$ cat src/rtl/alu_issue_sched_if.sv
// Request/issue/result bundle between the reservation-station slots and the ALU issue scheduler.
interface alu_issue_sched_if #(
    parameter int NREQ  = 4,
    parameter int TAG_W = 6
);
    localparam int SEL_W = $clog2(NREQ);

    logic [NREQ-1:0]       req_valid;
    logic [NREQ*TAG_W-1:0] req_tag;
    logic [NREQ-1:0]       req_ready;
    logic                  stall;
    logic                  flush;
    logic                  alu_en;
    logic [SEL_W-1:0]      alu_sel;
    logic                  res_valid;
    logic [TAG_W-1:0]      res_tag;
    logic [31:0]           issue_count;
    logic [31:0]           conflict_count;

    modport master (
        output req_valid, req_tag, stall, flush,
        input  req_ready, alu_en, alu_sel, res_valid, res_tag, issue_count, conflict_count
    );

    modport slave (
        input  req_valid, req_tag, stall, flush,
        output req_ready, alu_en, alu_sel, res_valid, res_tag, issue_count, conflict_count
    );
endinterface

$ cat src/rtl/alu_issue_sched.sv
// Round-robin issue scheduler for one ALU shared by NREQ reservation-station slots.
// Optional performance counters are built only when ALU_SCHED_PERF_EN is defined.
module alu_issue_sched #(
    parameter int NREQ  = 4,
    parameter int TAG_W = 6
) (
    input  logic             clk,
    input  logic             rst,
    alu_issue_sched_if.slave bus
);
    localparam int SEL_W = $clog2(NREQ);

    logic [SEL_W-1:0] ptr_r;
    logic [SEL_W-1:0] ptr_nxt_s;
    logic [SEL_W-1:0] sel_s;
    logic [NREQ-1:0]  grant_s;
    logic             found_s;
    logic             issue_s;
    logic             multi_s;
    logic [SEL_W:0]   sum_s;
    logic [SEL_W-1:0] cand_s;
    logic             res_valid_r;
    logic [TAG_W-1:0] res_tag_r;

    // Round-robin search starting at ptr, first valid slot wins
    always_comb begin
        grant_s = '0;
        sel_s   = '0;
        found_s = 1'b0;
        sum_s   = '0;
        cand_s  = '0;
        for (int k = 0; k < NREQ; k++) begin
            sum_s = {1'b0, ptr_r} + (SEL_W+1)'(k);
            if (sum_s >= (SEL_W+1)'(NREQ)) begin
                sum_s = sum_s - (SEL_W+1)'(NREQ);
            end else begin
                sum_s = sum_s;
            end
            cand_s = sum_s[SEL_W-1:0];
            if (!found_s && bus.req_valid[cand_s]) begin
                found_s        = 1'b1;
                sel_s          = cand_s;
                grant_s[cand_s] = 1'b1;
            end else begin
                found_s = found_s;
            end
        end
    end

    // Issue qualification, pointer advance and conflict detection
    always_comb begin
        issue_s = found_s && !rst && !bus.stall && !bus.flush;
        multi_s = ($countones(bus.req_valid) > 1) && !rst && !bus.stall && !bus.flush;
        if (sel_s == SEL_W'(NREQ - 1)) begin
            ptr_nxt_s = '0;
        end else begin
            ptr_nxt_s = sel_s + SEL_W'(1);
        end
    end

    assign bus.req_ready = issue_s ? grant_s : '0;
    assign bus.alu_en    = issue_s;
    assign bus.alu_sel   = issue_s ? sel_s : '0;
    assign bus.res_valid = res_valid_r;
    assign bus.res_tag   = res_tag_r;

    // Arbitration pointer and result-tag pipeline register
    always_ff @(posedge clk or posedge rst) begin
        if (rst) begin
            ptr_r       <= '0;
            res_valid_r <= 1'b0;
            res_tag_r   <= '0;
        end else begin
            res_valid_r <= issue_s;
            if (issue_s) begin
                ptr_r     <= ptr_nxt_s;
                res_tag_r <= bus.req_tag[sel_s*TAG_W +: TAG_W];
            end else begin
                ptr_r     <= ptr_r;
                res_tag_r <= res_tag_r;
            end
        end
    end

`ifdef ALU_SCHED_PERF_EN
    logic [31:0] issue_cnt_r;
    logic [31:0] conflict_cnt_r;

    // Free-running wrap-around performance counters
    always_ff @(posedge clk or posedge rst) begin
        if (rst) begin
            issue_cnt_r    <= 32'd0;
            conflict_cnt_r <= 32'd0;
        end else begin
            issue_cnt_r    <= issue_s ? issue_cnt_r + 32'd1 : issue_cnt_r;
            conflict_cnt_r <= multi_s ? conflict_cnt_r + 32'd1 : conflict_cnt_r;
        end
    end

    assign bus.issue_count    = issue_cnt_r;
    assign bus.conflict_count = conflict_cnt_r;
`else
    assign bus.issue_count    = 32'd0;
    assign bus.conflict_count = 32'd0;
`endif
endmodule

$ cat src/flat_wrapper.sv
// flat-port wrapper written by rule: the top's interface ports become plain ports
module alu_issue_sched_flat 
#(
    parameter int NREQ  = 4,
    parameter int TAG_W = 6
)
  (clk, rst, bus_req_valid, bus_req_tag, bus_stall, bus_flush, bus_req_ready, bus_alu_en, bus_alu_sel, bus_res_valid, bus_res_tag, bus_issue_count, bus_conflict_count);
  alu_issue_sched_if #(.NREQ(NREQ), .TAG_W(TAG_W)) bus_i ();
  input  logic clk;
  input  logic rst;
  input wire logic [$bits(bus_i.req_valid)-1:0] bus_req_valid;
  input wire logic [$bits(bus_i.req_tag)-1:0] bus_req_tag;
  input wire logic [$bits(bus_i.stall)-1:0] bus_stall;
  input wire logic [$bits(bus_i.flush)-1:0] bus_flush;
  output wire logic [$bits(bus_i.req_ready)-1:0] bus_req_ready;
  output wire logic [$bits(bus_i.alu_en)-1:0] bus_alu_en;
  output wire logic [$bits(bus_i.alu_sel)-1:0] bus_alu_sel;
  output wire logic [$bits(bus_i.res_valid)-1:0] bus_res_valid;
  output wire logic [$bits(bus_i.res_tag)-1:0] bus_res_tag;
  output wire logic [$bits(bus_i.issue_count)-1:0] bus_issue_count;
  output wire logic [$bits(bus_i.conflict_count)-1:0] bus_conflict_count;
  assign bus_i.req_valid = bus_req_valid;
  assign bus_i.req_tag = bus_req_tag;
  assign bus_i.stall = bus_stall;
  assign bus_i.flush = bus_flush;
  assign bus_req_ready = bus_i.req_ready;
  assign bus_alu_en = bus_i.alu_en;
  assign bus_alu_sel = bus_i.alu_sel;
  assign bus_res_valid = bus_i.res_valid;
  assign bus_res_tag = bus_i.res_tag;
  assign bus_issue_count = bus_i.issue_count;
  assign bus_conflict_count = bus_i.conflict_count;
  alu_issue_sched #(.NREQ(NREQ), .TAG_W(TAG_W)) u_core (.clk(clk), .rst(rst), .bus(bus_i));
endmodule
$ cat config.mk
export PLATFORM = sky130hd
export DESIGN_NAME = alu_issue_sched_flat
export DESIGN_NICKNAME = d
export VERILOG_FILES = /design/src/rtl/alu_issue_sched_if.sv /design/src/rtl/alu_issue_sched.sv /design/src/flat_wrapper.sv
export SDC_FILE = /design/constraint.sdc
export NUM_CORES = 1
export LEC_CHECK = 0
export ABC_AREA = 1
export ABC_CLOCK_PERIOD_IN_PS = 2900
export CAP_MARGIN = 10
export CORE_ASPECT_RATIO = 1.5
export CORE_UTILIZATION = 37
export DETAILED_ROUTE_END_ITERATION = 6
export GPL_ROUTABILITY_DRIVEN = 0
export PLACE_DENSITY_LB_ADDON = 0.2
export SYNTH_ARGS = -nofsm -noshare
export SYNTH_HDL_FRONTEND = slang
export SYNTH_SLANG_ARGS = --single-unit
$ cat constraint.sdc
create_clock -name clk -period 2.9 [get_ports clk]
set_input_delay 0.58 -clock clk [delete_from_list [all_inputs] [get_ports clk]]
set_output_delay 0.58 -clock clk [all_outputs]
set_load 0.01 [all_outputs]
==> metrics <==
status=finished, violations left; failing checks=design-rule violations; first-pass GRT wire length=5650 um; DP HPWL=2960 um; DIE WIDTH=57.5 um; Port-buffer cells=45; initial drt markers=19; unrepaired setup endpoints after global routing=false; Max FO, Critical Path=4; Post-synth EDFFs=0; Async S/R FF share, synth=1.00; H-tree Lvls=1; Worst setup SP type=flip-flop; largest net degree at the start of global routing=17; core area=0.00432 mm^2; first-pass detailed-route iteration total=6; grt ovf=0; setup TNS=0 ns; crit path DAT=2.16 ns; diodes inserted=0; crit share post-route=0.944; Peak VDD IR=0.376 mV; slowest CP cell=dfrtp_1; number of routed nets with antenna violations=0; Internal Power=956 uW; worst min path class=flip-flop to flip-flop; vias in the first global route=1411; Hold Slack=0.489 ns; worst path cell trace=inv_6 -> ha_1 -> inv_1 -> nand3_2 -> nand2_4 -> nor2_2 -> inv_1 -> o21ai_0 -> a21oi_1 -> o21ai_0 -> nand2_1 -> inv_1 -> dlygate4sd2_1; clock root buffer=clkbuf_8; detailed-route DRC error count=7; hold path cells=2; nets@finish=365; Final Cell Area=0.00216 mm^2; Sw Ratio=0.519; Cell variety after synth=26; Slew Viols, Final=0; top_reg_cell synth=dfrtp_1; WP data required=2.32 ns; Switch Pwr=1.03 mW; Setup violations, final=0; Synth Warn #=0; initial antenna violation count=0; top-count cell post-synth=buf_4; Row Count=29; CP Class=flip-flop to output port; Synth area leader=buf_4; Total Wirelength=3400 um; DR vias=1521; area delta synth->final=26.2%; max-cap violations=0; Die Area=0.00490 mm^2; combinational group share of total power=0.819; Clock Sinks=9; TritonCTS clock tree=yes; starting density of the core=0.396; synth cell count leaders=buf_4, nand2_1, inv_1; placed instance area=0.00212 mm^2; die span in y=85.2 um; Mapped Area=0.00171 mm^2; sequential area share after synthesis=0.132; worst-skew pair later-pin latency=0.23 ns; Power Total=1.99 mW; max incr delay on CP=0.41 ns; Clock Pin Slew Worst Setup and Hold Paths=0.05 ns; Synth Instances=257; Via density=4.11; final hold viol count=0; Clock Skew=0.00284 ns; cts bufs inserted=3; I/O pins=110; Avg Cell Area, Syn=6.65 um^2; Peak Freq=365 MHz; Clock Path Buffers=2; Seq cells post-synth=9; Final min period=2.74 ns; Leak=1.28 nW; Worst setup EP type=output port; power share of the clock group=0.073; PwrDens=922 mW/mm^2; Yosys top cell area share=0.281; layout cells sized above 1=0.173; R2R cell count=13; Area contributors post-synth=buf_4, dfrtp_1, nand2_1; wire length per cell=9.19 um; GR Util All Layers=0.144; most used cell, CP=inv_1; sequential power share=0.108
power by group through the flow:
| stage | clock network [mW] | logic (mW) | registers [mW] |
|---|---|---|---|
| 3_5_place_dp | 0 | 1.64 | 0.215 |
| 3_3_place_gp | 0 | 1.63 | 0.215 |
| 6_report | 0.144 | 1.63 | 0.215 |
| 4_1_cts | 0.147 | 1.64 | 0.216 |
| 2_1_floorplan | 0 | 1.10 | 0.244 |
| 5_1_grt | 0.153 | 1.82 | 0.223 |
through the flow:
| stage | instances | util | setup WS [ns] |
|---|---|---|---|
| after floorplan | 320 | - | 0.369 |
| after global placement | 366 | 0.490 | -0.223 |
| after detailed placement | 366 | 0.490 | -0.221 |
| after CTS | 370 | 0.499 | 0.00199 |
| after global routing | 370 | 0.499 | 0.0132 |
| final | 370 | 0.499 | 0.163 |
per-layer routing:
metal | track usage | up-vias | part of all wire
met3 | 0.0244 | 2 | 0.069
met1 | 0.144 | 655 | 0.36
met5 | 0 | - | 0
met2 | 0.293 | 75 | 0.56
met4 | 0.0355 | 0 | 0.0029
li1 | - | 789 | -
area by class of cell:
class	count	area, um^2
clock buffer	4	45.0
sequential	9	225
multi-input combinational	203	1050
fill	458	2160
timing repair buffer	67	618
inverter	41	161
tap	46	57.6
sequential cells by signal (all words and copies together), names as in the netlist:
name                  cells
u_core.bus.res_tag        6
u_core.bus.res_valid      1
u_core.ptr_r              2
critical path: cells and delay by family, from the launching register on:
family | cells | cell delay [ns]
buffers and inverters | 5 | 0.57
adders and majority gates | 1 | 0.33
DFF | 1 | 0.41
AOI/OAI and AO/OA | 3 | 0.32
and+or+nand+nor | 4 | 0.30
cell families after synthesis:
group	Yosys count	synth area share
AO/OA/AOI/OAI	17	0.0513
adder cells (fa/ha/maj)	8	0.0586
buffers and inverters	108	0.394
flip-flops	9	0.132
other	1	0.00220
AND/OR/NAND/NOR	114	0.362
what timing repair did:
action	CTS	global route
setup buffers	0	0
hold buffers	0	0
setup endpoints to repair	7	6
gates resized for setup	13	2
placed cells by master (no fill, tap or decap), drive strengths merged:
cell,instances
dfrtp,9
or2,3
inv,41
nand3,30
clkdlybuf4s50,34
conb,64
ha,8
nand4,2
clkbuf,4
buf,22
o21ai,9
dlygate4sd2,10
nor2,8
dlymetal6s2s,1
nor3,1
a21oi,7
a21boi,1
nand2,70
worst paths after layout:
check | from | end | slack, ns
worst max-delay path | u_core.ptr_r[0] | bus_req_ready[2] | 0.16
worst min-delay path | u_core.bus.res_tag[0] | u_core.bus.res_tag[0] | 0.49
worst max register to register | u_core.ptr_r[0] | u_core.bus.res_tag[3] | 0.72
worst min register to register | u_core.bus.res_tag[0] | u_core.bus.res_tag[0] | 0.49
max in group asynchronous | rst | u_core.bus.res_valid | 1.86
min in group asynchronous | rst | u_core.ptr_r[0] | 0.78
No activity file was read; power rests on OpenSTA's default activity.
